--- config.mk ---
export PLATFORM = sky130hd
export DESIGN_NAME = ioctl_sdram_loader
export DESIGN_NICKNAME = d
export VERILOG_FILES = /design/src/rtl/ioctl_sdram_loader.sv
export SDC_FILE = /design/constraint.sdc
export NUM_CORES = 1
export LEC_CHECK = 0
export CAP_MARGIN = 5
export CORE_AREA = 3 3 177 179
export CTS_BUF_LIST = sky130_fd_sc_hd__clkbuf_16
export CTS_CLUSTER_DIAMETER = 150
export DETAILED_ROUTE_END_ITERATION = 16
export DIE_AREA = 0 0 180 182
export SLEW_MARGIN = 5
export SYNTH_ARGS = -nofsm -noshare
export SYNTH_HDL_FRONTEND = slang
export SYNTH_SLANG_ARGS = --single-unit
export TNS_END_PERCENT = 30
--- constraint.sdc ---
create_clock -name clk_sys -period 7.8 [get_ports clk_sys]
set_clock_uncertainty 0.05 [all_clocks]
set_input_delay 1.56 -clock clk_sys [delete_from_list [all_inputs] [get_ports clk_sys]]
set_output_delay 1.56 -clock clk_sys [all_outputs]
set_load 0.1 [all_outputs]
--- src/rtl/ioctl_sdram_loader.sv ---
// Packs a filtered ioctl byte stream into BYTES-wide words, buffers them and writes each one
// through a toggle-handshake SDRAM port. Define IOCTL_LOADER_CHECKSUM_EN to add a byte checksum.
module ioctl_sdram_loader #(
    parameter int unsigned AW         = 23,
    parameter int unsigned BYTES      = 2,
    parameter int unsigned FIFO_DEPTH = 4,
    parameter logic [7:0]  INDEX      = 8'd0,
    parameter int unsigned BASE       = 0
) (
    input  logic                 clk_sys,
    input  logic                 reset,
    input  logic                 ioctl_download,
    input  logic [7:0]           ioctl_index,
    input  logic                 ioctl_wr,
    input  logic [24:0]          ioctl_addr,
    input  logic [7:0]           ioctl_dout,
    output logic                 mem_req,
    input  logic                 mem_ack,
    output logic [AW-1:0]        mem_addr,
    output logic [8*BYTES-1:0]   mem_din,
    output logic [BYTES-1:0]     mem_be,
    output logic                 mem_we,
    output logic                 busy,
    output logic                 rom_loaded,
`ifdef IOCTL_LOADER_CHECKSUM_EN
    output logic [15:0]          checksum,
    output logic                 checksum_valid,
`endif
    output logic                 overflow
);

    localparam int unsigned LB = (BYTES == 4) ? 2 : (BYTES == 2) ? 1 : 0;
    localparam int unsigned DW = 8 * BYTES;
    localparam int unsigned PW = $clog2(FIFO_DEPTH);
    localparam int unsigned EW = AW + DW + BYTES;
    localparam logic [PW:0] PtrOne = (PW + 1)'(1);

    typedef enum logic [1:0] {StSync, StIdle, StWait} state_e;

    logic              wr_q, dl_q, seen_q, done_q;
    logic [AW-1:0]     asm_addr_q, asm_addr_d;
    logic [DW-1:0]     asm_data_q, asm_data_d;
    logic [BYTES-1:0]  asm_be_q, asm_be_d;
    logic              idx_match, accept, dl_fall, partial, last_lane, new_word;
    logic [1:0]        lane;
    logic [AW-1:0]     waddr;
    logic [DW-1:0]     merge_data;
    logic [BYTES-1:0]  merge_be;
    logic              push, push_ok, pop;
    logic [EW-1:0]     push_word, head_word;
    logic [EW-1:0]     fifo_q [FIFO_DEPTH];
    logic [PW:0]       wr_ptr_q, rd_ptr_q;
    logic              fifo_empty, fifo_full;
    state_e            state_q, state_d;
    logic              mem_req_q, mem_req_d, mem_we_q, mem_we_d;
    logic [AW-1:0]     mem_addr_q, mem_addr_d;
    logic [DW-1:0]     mem_din_q, mem_din_d;
    logic [BYTES-1:0]  mem_be_q, mem_be_d;
    logic              busy_q, busy_d, rom_loaded_q, rom_loaded_d, overflow_q, overflow_d;
    logic              unused_addr;

    assign unused_addr = ^ioctl_addr;

    if (LB == 0) begin : g_lane_none
        assign lane = 2'd0;
    end else begin : g_lane
        assign lane = 2'(ioctl_addr[LB-1:0]);
    end

    assign waddr     = ioctl_addr[AW+LB-1:LB] + AW'(BASE);
    assign idx_match = (ioctl_index == INDEX);
    assign accept    = ioctl_wr & ~wr_q & ioctl_download & idx_match;
    assign dl_fall   = dl_q & ~ioctl_download;
    assign partial   = |asm_be_q;
    assign last_lane = (lane == 2'(BYTES - 1));
    assign new_word  = partial & (waddr != asm_addr_q);

    // A byte for a different word starts from an empty register after the old one is pushed.
    always_comb begin
        merge_data = new_word ? '0 : asm_data_q;
        merge_be   = new_word ? '0 : asm_be_q;
        for (int k = 0; k < BYTES; k++) begin
            if (lane == 2'(k)) begin
                merge_data[8*k +: 8] = ioctl_dout;
                merge_be[k]          = 1'b1;
            end
        end
    end

    always_comb begin
        push       = 1'b0;
        push_word  = {asm_addr_q, asm_data_q, asm_be_q};
        asm_addr_d = asm_addr_q;
        asm_data_d = asm_data_q;
        asm_be_d   = asm_be_q;
        if (accept) begin
            asm_addr_d = waddr;
            asm_data_d = merge_data;
            asm_be_d   = merge_be;
            if (new_word) begin
                push = 1'b1;
            end else if (last_lane) begin
                push       = 1'b1;
                push_word  = {waddr, merge_data, merge_be};
                asm_addr_d = '0;
                asm_data_d = '0;
                asm_be_d   = '0;
            end
        end else if (dl_fall && partial) begin
            push       = 1'b1;
            asm_addr_d = '0;
            asm_data_d = '0;
            asm_be_d   = '0;
        end
    end

    assign fifo_empty = (wr_ptr_q == rd_ptr_q);
    assign fifo_full  = (wr_ptr_q[PW] != rd_ptr_q[PW]) &&
                        (wr_ptr_q[PW-1:0] == rd_ptr_q[PW-1:0]);
    assign head_word  = fifo_q[rd_ptr_q[PW-1:0]];
    // A pop frees the slot this cycle, so a push on full still fits.
    assign push_ok    = push & (~fifo_full | pop);

    always_comb begin
        state_d    = state_q;
        pop        = 1'b0;
        mem_req_d  = mem_req_q;
        mem_we_d   = mem_we_q;
        mem_addr_d = mem_addr_q;
        mem_din_d  = mem_din_q;
        mem_be_d   = mem_be_q;
        unique case (state_q)
            StSync: begin
                if (mem_ack == mem_req_q) state_d = StIdle;
            end
            StIdle: begin
                if (!fifo_empty) begin
                    pop                                = 1'b1;
                    {mem_addr_d, mem_din_d, mem_be_d}  = head_word;
                    mem_req_d                          = ~mem_req_q;
                    mem_we_d                           = 1'b1;
                    state_d                            = StWait;
                end
            end
            StWait: begin
                if (mem_ack == mem_req_q) begin
                    mem_we_d = 1'b0;
                    state_d  = StIdle;
                end
            end
            default: state_d = StSync;
        endcase
    end

    assign busy_d       = (ioctl_download & idx_match) | ~fifo_empty | (state_q != StIdle) |
                          partial;
    assign rom_loaded_d = rom_loaded_q |
                          (done_q & fifo_empty & ~partial & (state_q == StIdle));
    assign overflow_d   = overflow_q | (push & fifo_full & ~pop);

    always_ff @(posedge clk_sys) begin
        if (push_ok) fifo_q[wr_ptr_q[PW-1:0]] <= push_word;
    end

    always_ff @(posedge clk_sys) begin
        if (reset) begin
            wr_q         <= 1'b0;
            dl_q         <= 1'b0;
            seen_q       <= 1'b0;
            done_q       <= 1'b0;
            asm_addr_q   <= '0;
            asm_data_q   <= '0;
            asm_be_q     <= '0;
            wr_ptr_q     <= '0;
            rd_ptr_q     <= '0;
            state_q      <= StSync;
            mem_req_q    <= 1'b0;
            mem_we_q     <= 1'b0;
            mem_addr_q   <= '0;
            mem_din_q    <= '0;
            mem_be_q     <= '0;
            busy_q       <= 1'b0;
            rom_loaded_q <= 1'b0;
            overflow_q   <= 1'b0;
        end else begin
            wr_q         <= ioctl_wr;
            dl_q         <= ioctl_download;
            if (ioctl_download && idx_match) seen_q <= 1'b1;
            else if (dl_fall) seen_q <= 1'b0;
            if (dl_fall && seen_q) done_q <= 1'b1;
            asm_addr_q   <= asm_addr_d;
            asm_data_q   <= asm_data_d;
            asm_be_q     <= asm_be_d;
            if (push_ok) wr_ptr_q <= wr_ptr_q + PtrOne;
            if (pop) rd_ptr_q <= rd_ptr_q + PtrOne;
            state_q      <= state_d;
            mem_req_q    <= mem_req_d;
            mem_we_q     <= mem_we_d;
            mem_addr_q   <= mem_addr_d;
            mem_din_q    <= mem_din_d;
            mem_be_q     <= mem_be_d;
            busy_q       <= busy_d;
            rom_loaded_q <= rom_loaded_d;
            overflow_q   <= overflow_d;
        end
    end

`ifdef IOCTL_LOADER_CHECKSUM_EN
    logic [15:0] checksum_q;

    always_ff @(posedge clk_sys) begin
        if (reset) checksum_q <= '0;
        else if (accept) checksum_q <= checksum_q + {8'h00, ioctl_dout};
    end

    assign checksum       = checksum_q;
    assign checksum_valid = rom_loaded_q;
`endif

    assign mem_req    = mem_req_q;
    assign mem_we     = mem_we_q;
    assign mem_addr   = mem_addr_q;
    assign mem_din    = mem_din_q;
    assign mem_be     = mem_be_q;
    assign busy       = busy_q;
    assign rom_loaded = rom_loaded_q;
    assign overflow   = overflow_q;

endmodule

; After elaboration in Yosys (flattened, before gate mapping)
; Memory sizes are Yosys's and may differ from the RTL's. A register that Yosys moved wholly into a read port is not among the register bits.
; Cells that the tools add are included.
[totals]
regBits = 58
ram_bits = 164
inputBits = 46
out_inout_bits = 46
elab_cells = 106
n_memories = 1
[memory_table]
columns = name, depth, word_bits, rd, rd_clocked_by_memory_dff, wr, line
row1 = fifo_q, 4, 41, 1, 1, 1, 51  ; logic [EW-1:0] fifo_q [FIFO_DEPTH];
[op_classes]
n_addsub = 2
n_eq_ne = 11
mux = 37
bitwise = 25
n_reduce_logical = 15
[op_table]
columns = cell, count
row1 = $mux 41, 3
row2 = $mux 23, 4
row3 = $mux 16, 5
row4 = $ne 23x23->1, 1
row5 = $mux 8, 2
row6 = $mux 1, 14
row7 = $mux 2, 7
row8 = $and 1x1->1, 12
row9 = $logic_not 8->1, 1
row10 = $not 1->1, 7
row11 = $add 3x1->3 const B, 2
row12 = $or 1x1->1, 6
row13 = $reduce_bool 2->1, 3
row14 = $logic_and 1x1->1, 4
row15 = $logic_not 2->1, 2
row16 = $ne 2x1->1 const B, 2
row17 = $ne 2x2->1 const B, 2
row18 = $pmux 2 s2, 1
row19 = $reduce_and 2->1, 2
row20 = $reduce_or 2->1, 2
row21 = $eq 3x3->1, 1
row22 = $reduce_and 3->1, 1
row23 = $eq 2x1->1 const B, 1
row24 = $eq 2x2->1, 1
row25 = 4 further kinds, 4

; Longest topological paths before layout
; Gate-level depths: netlist (run 1).
[logic_depth]
depth_word = 8
ltp_mapped = 8
mapped_depth_nobuf = 6

; Worst setup path before layout (run 1)
; Ideal clock, no wire load.
[synth_path]
path_kind = input-to-reg
start = input port ioctl_index[6]
end = memory fifo_q[0][0] (netlist name) (enable)
setup_time_ps = 402
arrival_time_ps = 3573
required_ps = 7348
slack_ps = 3775
path_stages = 5
path_buffers = 0
path_cell_list = nor4b_1 > nand4_1 > o22ai_1 > o211a_1 > and2_1
[synth_via]
elab_chain_cells = 6
[synth_rtl]
columns = item, line
row1 = start: declaration, 13  ; input logic [7:0] ioctl_index,
row2 = $logic_not 8->1, 71  ; assign idx_match = (ioctl_index == INDEX);
row3 = $and 1x1->1, 72  ; assign accept = ioctl_wr & ~wr_q & ioctl_download & idx_match;
row4 = $mux 1, 96  ; if (accept) begin
row5 = $and 1x1->1, 122  ; assign push_ok = push & (~fifo_full | pop);
row6 = $mux 1, 162  ; if (push_ok) fifo_q[wr_ptr_q[PW-1:0]] <= push_word;
row7 = $mux 1 (not written as such), 162
row8 = end: declaration, 51
; Every way passes these cells.

; Worst setup path after layout (run 1)
[layout_path]
start = input port ioctl_addr[5]
end = memory fifo_q[1][23] (netlist name) (data pin)
[layout_via]
elab_chain_cells = 4
[layout_rtl]
columns = item, line
row1 = start: declaration, 15  ; input logic [24:0] ioctl_addr,
row2 = $ne 23x23->1, 76  ; assign new_word = partial & (waddr != asm_addr_q);
row3 = $and 1x1->1, 76
row4 = $mux 41, 100  ; if (new_word) begin
row5 = $mux 41, 96
row6 = via push_word[23], 50  ; logic [EW-1:0] push_word, head_word;
; The timed path passes the listed nets, and every way through them passes these cells.

==> results of run 1 <==
[cell usage after synthesis]
library cell and count:
sky130_fd_sc_hd__edfxtp_1 164, sky130_fd_sc_hd__dfxtp_1 99, sky130_fd_sc_hd__nand2_1 95, sky130_fd_sc_hd__a21oi_1 49, sky130_fd_sc_hd__mux4_2 41, sky130_fd_sc_hd__clkbuf_1 39
sky130_fd_sc_hd__nor2_1 29, sky130_fd_sc_hd__xor2_1 25, sky130_fd_sc_hd__a22o_1 24, sky130_fd_sc_hd__mux2_1 20, sky130_fd_sc_hd__nand3_1 18, sky130_fd_sc_hd__inv_1 13
sky130_fd_sc_hd__o21ai_0 10, sky130_fd_sc_hd__o32ai_1 9, sky130_fd_sc_hd__a22oi_1 8, sky130_fd_sc_hd__buf_1 5, sky130_fd_sc_hd__ha_1 5, sky130_fd_sc_hd__mux2_2 5
sky130_fd_sc_hd__nor2b_1 5, sky130_fd_sc_hd__nor4_1 5, sky130_fd_sc_hd__xnor2_1 5, sky130_fd_sc_hd__and2_1 4, sky130_fd_sc_hd__nor3_1 4, sky130_fd_sc_hd__buf_6 3
sky130_fd_sc_hd__nand4_1 2, sky130_fd_sc_hd__or2_2 2, sky130_fd_sc_hd__a211oi_1 1, sky130_fd_sc_hd__a31oi_1 1, sky130_fd_sc_hd__and3_1 1, sky130_fd_sc_hd__and4b_1 1
sky130_fd_sc_hd__buf_2 1, sky130_fd_sc_hd__buf_4 1, sky130_fd_sc_hd__mux2i_1 1, sky130_fd_sc_hd__nand3b_1 1, sky130_fd_sc_hd__nor4b_1 1, sky130_fd_sc_hd__o2111a_1 1
sky130_fd_sc_hd__o211a_1 1, sky130_fd_sc_hd__o21a_1 1, sky130_fd_sc_hd__o22ai_1 1, sky130_fd_sc_hd__o32ai_4 1, sky130_fd_sc_hd__or3_1 1
[flip-flops by register name, summed over array words and instances, names as in the netlist, 3 cells and up]
signal and count:
rd_ptr_q 3, asm_addr_q 23, wr_ptr_q 3, fifo_q 164
asm_data_q 16, mem_din 16, mem_addr 23
[worst min-delay path, delay by kind of cell, from the launching register on]
kind	cells	cell delay (ns)
and+or+nand+nor	1	0.05
AOI/OAI and AO/OA	1	0.05
DFF	1	0.31
[stage by stage]
stage	hold WS, ns	utilization, %
after CTS	0.406	41.3
final	0.402	41.3
after global placement	0.395	38.5
after global routing	0.417	41.3
after detailed placement	0.396	38.5
after floorplan	0.386	-
[how the worst max path moves through the flow]
stage | from | endpoint | slack [ns] | depth (start not counted)
6_report | ioctl_addr[5] | fifo_q[1][23] | 2.91 | 8
2_1_floorplan | ioctl_index[6] | fifo_q[0][0] | 3.77 | 5
3_5_place_dp | ioctl_addr[5] | fifo_q[3][23] | 2.41 | 8
3_3_place_gp | ioctl_addr[15] | fifo_q[2][29] | 2.43 | 8
4_1_cts | ioctl_addr[5] | fifo_q[1][23] | 2.95 | 8
5_1_grt | ioctl_addr[15] | fifo_q[1][23] | 2.86 | 8
[logic make-up after synthesis]
kind of cell	share of synthesized area [%]
AO/OA/AOI/OAI	7.10
XOR/XNOR	2.59
adder cells (fa/ha/maj)	0.616
buffers and inverters	2.56
flip-flops	68.0
multiplexers	12.0
AND/OR/NAND/NOR	7.16
[power groups by stage]
stage | logic (uW) | clock network [uW] | registers, uW
finish | 60.0 | 1210 | 1460
global route | 64.1 | 1290 | 1460
CTS | 60.6 | 1240 | 1460
detailed placement | 60.2 | 0 | 1490
global placement | 60.2 | 0 | 1490
floorplan | 17.1 | 0 | 1500
[final cells by class]
| cell class | instances | area share [%] |
|---|---|---|
| inverters | 13 | 0.398 |
| repair buffers | 101 | 7.97 |
| clock inverters | 21 | 1.25 |
| well taps | 390 | 3.98 |
| clock buffers | 27 | 5.51 |
| flip-flops and latches | 263 | 56.3 |
| diodes | 1 | 0.0204 |
| multi-input cells | 378 | 24.6 |
[routing by layer]
metal / vias to the layer above / share of wire, % / wire length [um] / global-route usage [%]
li1: 2770 / - / - / -
met4: 4 / 2.2 / 496 / 3.71
met1: 2951 / 44 / 9750 / 17.6
met3: 38 / 5.2 / 1150 / 2.50
met5: - / 0.12 / 26 / 0
met2: 132 / 48 / 10700 / 22.6
==> reports/results.txt, run 1 <==
Worst-case register-to-register setup slack = 4.09 ns
Clk_lat worst skew = 0.53 ns
Count of non-filler cells in the finished layout = 1194
Count of max-cap constraint violations = 0
Internal Dissipation = 2180 uW
Worst slack at placement = 2.41 ns
Layout fillers = 2697
Maximum number of pins on one net before global-route repair = 81
Nature of the critical path endpoint = flip-flop
Number of nets in the synthesized netlist = 754
Number of buffers between clock root and the deepest sink = 3
Vias per std cell = 4.94
Sink of the worst hold path = mem_din[13]
Final critical-path share of the clock period = 62.7%
Yosys warns = 0
Min-Delay Path Depth = 2
Clock network fraction of total power = 44.2%
Post-layout total power = 2730 uW
Buffers inserted during post-CTS setup optimization = 0
Most common library cell in the layout ignoring fill and taps = sky130_fd_sc_hd__edfxtp_1
Final Hold Viols = 0
Number of placed cells counting well taps = 1145
Initial DRT Pass Iterations = 5
Die Ht = 182 um
Overall die width = 180 um
RR Endpoint = fifo_q[1][23]
Wirelength, routed = 22.1 mm
Total area of multi-input combinational cells = 3010 sq um
Setup repair after global routing missed its margin = no
Synth cell types = 41
Most used cells in the layout excluding fill and tap cells = 164 x sky130_fd_sc_hd__edfxtp_1, 97 x sky130_fd_sc_hd__dfxtp_1, 94 x sky130_fd_sc_hd__nand2_1, 89 x sky130_fd_sc_hd__clkdlybuf4s50_1, 49 x sky130_fd_sc_hd__a21oi_1
Placed cell areas = 11400 sq um
Share of total power in sequential cells = 53.6%
Share of layout cells above drive strength 1 = 13.4%
Wire length of the first global-routing pass = 34.7 mm
Total Negative Setup Slacks = 0 ns
Number of core rows = 63
Worst Setup Slack, final = 2.91 ns
Worst slew margin = 33.4%
Critical path start-end classification = in2reg
Max H-tree Level = 1
Residual DRC count = 0
Count of buffering cells on the critical path with inverters included = 2
Area share of the leading cell type in the synthesized netlist = 48.5%
Path category of the worst min-delay check = reg2reg
Max Transition Viols Final = 0
Biggest fanout along the worst timing path = 23
Cell area power density = 222 nW/um^2
Post-DP HPWL = 13.5 mm
WL/cell = 18.5 um
Worst-Margin Slew = 0.995 ns
Post-synthesis sequential element count = 263
Port buffer count = 90
Area inside the core boundary = 29700 sq um
Starting Density = 34.2%
Count of cells resized by post-cts repair = 0
Static Leakage = 0.00405 uW
Remaining global-route overflow = 0
Layout overhead on the synthesized area = 20.8%
Synthesized area divided by synthesized cell count = 14.4 sq um
Time the final worst path needs with I/O delays and setup = 4.89 ns
Net switching power figure = 548 uW
Delay of the slowest critical-path stage = 0.73 ns
Post-Layout Inst Area = 12300 sq um
CP startpoint kind = input port
Required arrival time at the worst endpoint = 7.99 ns
IO Count = 92
Placer Congestion = 0.756
Root Buffer = sky130_fd_sc_hd__clkbuf_16
Clock Sinks = 263
Cell Chain, Critical Path = clkdlybuf4s50_1 > xor2_1 > nor4_1 > nand2_1 > o32ai_4 > and4b_1 > buf_4 > mux2_1
Cell type with the largest total area after synthesis = sky130_fd_sc_hd__edfxtp_1
Clock tree from TritonCTS = built
Run status = completed
Worst reg2reg path depth = 7
Initial antenna violation count = 3
Net switching share of the total power = 20.1%
Number of vias after detailed routing = 5895
Combined flip-flop and latch cell area = 6910 sq um
Hold bufs inserted after CTS = 0
Die area = 32800 sq um
VDD IR-drop max = 148 uV
Total Nets Final = 834
Total Routing Usage GR = 13.3%
Number of global-route vias before repair = 6023
Combinational Power Share = 2.2%
Arr. time, crit path = 5.08 ns
Violation count after the first detailed-route iteration = 486
Mapped Area = 10200 sq um
Upper clock frequency limit = 204 MHz
Hold path startpoint = mem_din[13]
Sequential element share of the synthesized area = 68.0%
Clock Pin Slew Worst Setup and Hold Paths = 0.06 ns
Cell count after synthesis = 703
Highest-delay cell along the critical path = sky130_fd_sc_hd__o32ai_4
Family with the most delay on the worst path = simple AND/OR/NAND/NOR gates
Setup-failing EPs final = 0
Main area contributors after synthesis = sky130_fd_sc_hd__edfxtp_1 48%, sky130_fd_sc_hd__dfxtp_1 20%, sky130_fd_sc_hd__mux4_2 9.1%
Startpoint of the worst register-to-register path = asm_addr_q[4]
Total CTS buffers = 26
Final antenna-violating net count = 0
Note: power is estimated with default switching activity, not from simulation.
==> inputs of run 2 (changes only) <==
==> constraint.sdc (replaced) <==
create_clock -name clk_sys -period 4.2 [get_ports clk_sys]
set_clock_uncertainty 0.05 [all_clocks]
set_input_delay 0.84 -clock clk_sys [delete_from_list [all_inputs] [get_ports clk_sys]]
set_output_delay 0.84 -clock clk_sys [all_outputs]
set_load 0.1 [all_outputs]
==> reports/results.txt, run 2 (synthesis results as in run 1) <==
Run status = completed
Total Negative Setup Slacks = 0 ns (unchanged)
Starting Density = 34.2% (unchanged)
Number of global-route vias before repair = 5956 (-1.1%)
Root Buffer = sky130_fd_sc_hd__clkbuf_16
Hold bufs inserted after CTS = 0 (unchanged)
Worst-case register-to-register setup slack = 1.30 ns (-2.79 ns)
Number of placed cells counting well taps = 1148 (+0.26%)
Most common library cell in the layout ignoring fill and taps = sky130_fd_sc_hd__edfxtp_1
Count of cells resized by post-cts repair = 0 (unchanged)
Path category of the worst min-delay check = reg2reg
Clock network fraction of total power = 43.7% (-0.5 points)
Net switching power figure = 1030 uW (+89%)
Total CTS buffers = 27 (+3.8%)
Placer Congestion = 0.744 (-1.5%)
IO Count = 92 (unchanged)
Net switching share of the total power = 20.6% (+0.49 points)
Residual DRC count = 0 (unchanged)
Setup-failing EPs final = 0 (unchanged)
Number of buffers between clock root and the deepest sink = 3 (unchanged)
Nature of the critical path endpoint = flip-flop
Post-DP HPWL = 13.8 mm (+2.5%)
Clock Pin Slew Worst Setup and Hold Paths = 0.06 ns (about the same)
Layout fillers = 2721 (+0.89%)
Worst slew margin = 31.9% (-1.5 points)
Buffers inserted during post-CTS setup optimization = 0 (unchanged)
Number of core rows = 63 (unchanged)
Final antenna-violating net count = 0 (unchanged)
Number of vias after detailed routing = 5823 (-1.2%)
Vias per std cell = 4.86 (-1.6%)
VDD IR-drop max = 264 uV (+78%)
Final Hold Viols = 0 (unchanged)
Cell area power density = 408 nW/um^2 (+83%)
Internal Dissipation = 3990 uW (+83%)
Time the final worst path needs with I/O delays and setup = 3.34 ns
Initial DRT Pass Iterations = 4 (-1)
WL/cell = 18.5 um (-0.16%)
Count of max-cap constraint violations = 0 (unchanged)
Static Leakage = 0.00409 uW (+0.87%)
Arr. time, crit path = 3.56 ns (-1.52 ns)
Max Transition Viols Final = 0 (unchanged)
Required arrival time at the worst endpoint = 4.41 ns (-3.58 ns)
Overall die width = 180 um (unchanged)
Area inside the core boundary = 29700 sq um (unchanged)
Die area = 32800 sq um (unchanged)
Port buffer count = 90 (unchanged)
Share of layout cells above drive strength 1 = 13.4% (-0.083 points)
Maximum number of pins on one net before global-route repair = 44 (-46%)
Worst-Margin Slew = 1.02 ns (+0.0227 ns)
Layout overhead on the synthesized area = 21.5%
Violation count after the first detailed-route iteration = 485 (-0.21%)
Largest register FFs = 164 (unchanged)
Clock tree from TritonCTS = built
Wirelength, routed = 22.2 mm (+0.18%)
Critical path start-end classification = in2reg
Max H-tree Level = 1 (unchanged)
CP startpoint kind = input port
Count of non-filler cells in the finished layout = 1198 (+0.34%)
Die Ht = 182 um (unchanged)
Most used cells in the layout excluding fill and tap cells = 164 x sky130_fd_sc_hd__edfxtp_1, 97 x sky130_fd_sc_hd__dfxtp_1, 94 x sky130_fd_sc_hd__nand2_1, 89 x sky130_fd_sc_hd__clkdlybuf4s50_1, 49 x sky130_fd_sc_hd__a21oi_1
Upper clock frequency limit = 299 MHz
Share of total power in sequential cells = 54.0% (+0.4 points)
Total Routing Usage GR = 13.4% (+0.037 points)
Biggest fanout along the worst timing path = 31 (+35%)
Total Nets Final = 838 (+0.48%)
Wire length of the first global-routing pass = 34.7 mm (about the same)
Clk_lat worst skew = 0.53 ns (about the same)
Setup repair after global routing missed its margin = no
Final critical-path share of the clock period = 79.5%
Initial antenna violation count = 1 (-2)
ANT cells = 0 (-1)
Combinational Power Share = 2.3% (about the same)
Clock Sinks = 263 (unchanged)
Remaining global-route overflow = 0 (unchanged)
## run 2: path summary, 6_finish.rpt
| check | start | endpoint | cells past startpoint |
|---|---|---|---|
| setup / recovery | ioctl_addr[15] | fifo_q[1][10] | 8 |
| hold / removal | mem_addr[1] | mem_addr[1] | 2 |
| setup reg to reg | asm_addr_q[14] | fifo_q[1][10] | 7 |
| hold reg to reg | mem_addr[1] | mem_addr[1] | 2 |
## run 2: stage by stage
step / cell area [sq um] / setup slack (ns) / util, % / power [uW] / hold slack, ns
CTS: 12300 / 0.850 / 41.5 / 5080 / 0.406
detailed placement: 11500 / 0.294 / 38.8 / 2890 / 0.397
floorplan: 10200 / 0.895 / - / 2810 / 0.386
global route: 12300 / 0.821 / 41.5 / 5190 / 0.419
finish: 12300 / 0.859 / 41.5 / 5030 / 0.403
global placement: 11500 / 0.296 / 38.8 / 2890 / 0.394
## run 2: metal layers
metal  GRT usage [%]  wire [um]  vias to the layer above  part of all wire, %
met5               0         13                        -                0.059
met4            2.97        385                        2                  1.7
met3            2.52       1180                       37                  5.3
met2            22.5      10700                      112                   48
met1            18.1       9840                     2893                   44
li1                -          -                     2779                    -
## run 2: critical path: stages
cell and delay [ns]:
sky130_fd_sc_hd__clkdlybuf4s50_1 0.45, sky130_fd_sc_hd__xor2_1 0.17, sky130_fd_sc_hd__nor4_1 0.52, sky130_fd_sc_hd__nand2_1 0.21, sky130_fd_sc_hd__or3_1 0.47, sky130_fd_sc_hd__o211a_1 0.31
sky130_fd_sc_hd__and2_2 0.33, sky130_fd_sc_hd__buf_12 0.23
## run 2: cell type report
cell class / count / area, sq um / share of cell area, %
Multi-Input combinational cell: 378 / 3010 / 24.4
Clock buffer: 27 / 676 / 5.48
Tap cell: 390 / 488 / 3.95
Inverter: 13 / 48.8 / 0.395
Timing Repair Buffer: 104 / 1060 / 8.62
Clock inverter: 23 / 143 / 1.16
Sequential cell: 263 / 6910 / 56.0
## run 2: power groups by stage
| stage | Clock [uW] | Combinational (uW) | Sequential, uW |
|---|---|---|---|
| floorplan | 0 | 31.8 | 2780 |
| global placement | 0 | 114 | 2770 |
| detailed placement | 0 | 114 | 2770 |
| CTS | 2250 | 115 | 2720 |
| global route | 2350 | 121 | 2710 |
| finish | 2200 | 113 | 2720 |
==> variant: new RTL, config.mk and constraints of run 1 <==
The option `IOCTL_LOADER_CHECKSUM_EN` is turned on by a define.
--- a/src/rtl/ioctl_sdram_loader.sv
+++ b/src/rtl/ioctl_sdram_loader.sv
@@ -2,2 +2,4 @@
 // through a toggle-handshake SDRAM port. Define IOCTL_LOADER_CHECKSUM_EN to add a byte checksum.
+`define IOCTL_LOADER_CHECKSUM_EN
+
 module ioctl_sdram_loader #(
Function (old outputs only; new: checksum and checksum_valid): no difference found for any inputs over 4 cycles, from zero or initial values and one cycle with reset high; that may be too few to reach the edited logic, so the function may still have changed.
==> variant against run 1 <==
- power rose by 6.8%
- sequential cell count up 16
- synthesized area increased by 9.0%
- worst setup slack got worse by 48 ps
- design area rose by 9.4%
- routed wire length up 12%
- via count up 13%
- sequential power increased by 5%
- critical path depth unchanged
- die area stayed put
- critical path type unchanged
==> variant: results <==
export IMPL_grt_use_total=0.148
export IMPL_fin_util=0.452
export IMPL_layout_drive_gt1_share=0.160
export IMPL_p_leak_nw=4.71
export IMPL_grt_pass1_wl_um=38800
export IMPL_fillers=2718
export IMPL_port_buffer_count=107
export IMPL_mappedNetlistNets=851
export IMPL_switching_power_mw=0.583
export IMPL_fin_nets=948
export IMPL_antenna_found_initial=1
export IMPL_yosysUniqueCellTypes=53
export IMPL_dp_hpwl_um=15400
export IMPL_busiest_layer="met2"
export IMPL_synthTopCellsByArea="edfxtp_1 44%, dfxtp_1 21%, mux4_2 8.3%, nand2_1 3.5%, a21oi_1 3.1%"
export IMPL_max_stage_delay_ps=710
export IMPL_grt_max_degree=63
export IMPL_cts_root_buf="clkbuf_16"
export IMPL_clock_latency_ps=530
export IMPL_place_congestion=0.744
export IMPL_drtIter0Drc=489
export IMPL_wl_per_cell_um=19.0
export IMPL_pre_cts_slack_ps=2320
export IMPL_first_pass_iters=5
export IMPL_crit_slowest_cell="and4_1"
export IMPL_ctsLongestPathBuffers=3
export IMPL_cp_arrival_ps=5070
export IMPL_grtUsageMet3=0.0266
export IMPL_ys_seq_area_frac=0.653
export IMPL_via_per_inst=5.12
export IMPL_tightest_slew_ps=1080
export IMPL_hp_class="reg -> reg"
export IMPL_place_area_mm2=0.0125
export IMPL_path_max_fanout=24
export IMPL_cts_buffers=28
export IMPL_ir_drop_mv=0.175
export IMPL_grt_use_met1=0.207
export IMPL_diodes=0
export IMPL_grt_pass1_vias=6734
export IMPL_synthTopCellsByCount="164 x edfxtp_1, 115 x dfxtp_1, 104 x nand2_1"
export IMPL_grt_use_met2=0.245
export IMPL_status="finished clean"
variant: power groups by stage:
stage          clock network, mW  logic [mW]  registers (mW)
3_5_place_dp                   0      0.0694            1.58
3_3_place_gp                   0      0.0695            1.58
4_1_cts                     1.33      0.0696            1.54
5_1_grt                     1.40      0.0742            1.54
2_1_floorplan                  0      0.0247            1.58
6_report                    1.30      0.0695            1.54
variant: metrics by stage:
stage	instances	hold slack (ps)
final	1300	402
after global placement	1248	391
after detailed placement	1248	396
after global routing	1300	420
after CTS	1300	405
after floorplan	791	387
variant: area by class of cell:
cell class	instances	area share
Clock buffer	30	0.0559
Tap cell	390	0.0364
Multi-Input combinational cell	454	0.270
Clock inverter	22	0.0113
Sequential cell	279	0.539
Timing Repair Buffer	117	0.0852
Inverter	8	0.00224
variant: kinds of logic (layout without fill, tap and decap cells):
group | count (synthesis) | after routing | share of synthesized area
flip-flops | 279 | 279 | 0.653
AND/OR/NAND/NOR | 194 | 194 | 0.0831
AO/OA/AOI/OAI | 134 | 134 | 0.0793
multiplexers | 74 | 74 | 0.117
buffers and inverters | 58 | 177 | 0.0210
XOR/XNOR | 38 | 38 | 0.0301
adder cells (fa/ha/maj) | 14 | 14 | 0.0165
variant: worst paths after layout:
check                  from             to  slack (ps)  cells after the start
min              mem_din[7]     mem_din[7]         400                      2
max          ioctl_download  fifo_q[0][27]        2860                      8
max reg2reg            wr_q  fifo_q[0][27]        4280                      7
min reg2reg      mem_din[7]     mem_din[7]         400                      2
variant: critical path, delay by kind of cell:
kind / cells / cell delay, ps
and+or+nand+nor: 4 / 1920
buffers and inverters: 2 / 1040
AOI/OAI and AO/OA: 2 / 530
variant: layer usage:
metal	share of wire	vias to the layer above
li1	-	3142
met1	0.46	3327
met2	0.48	152
met3	0.046	31
met4	0.016	2
met5	0.00045	-
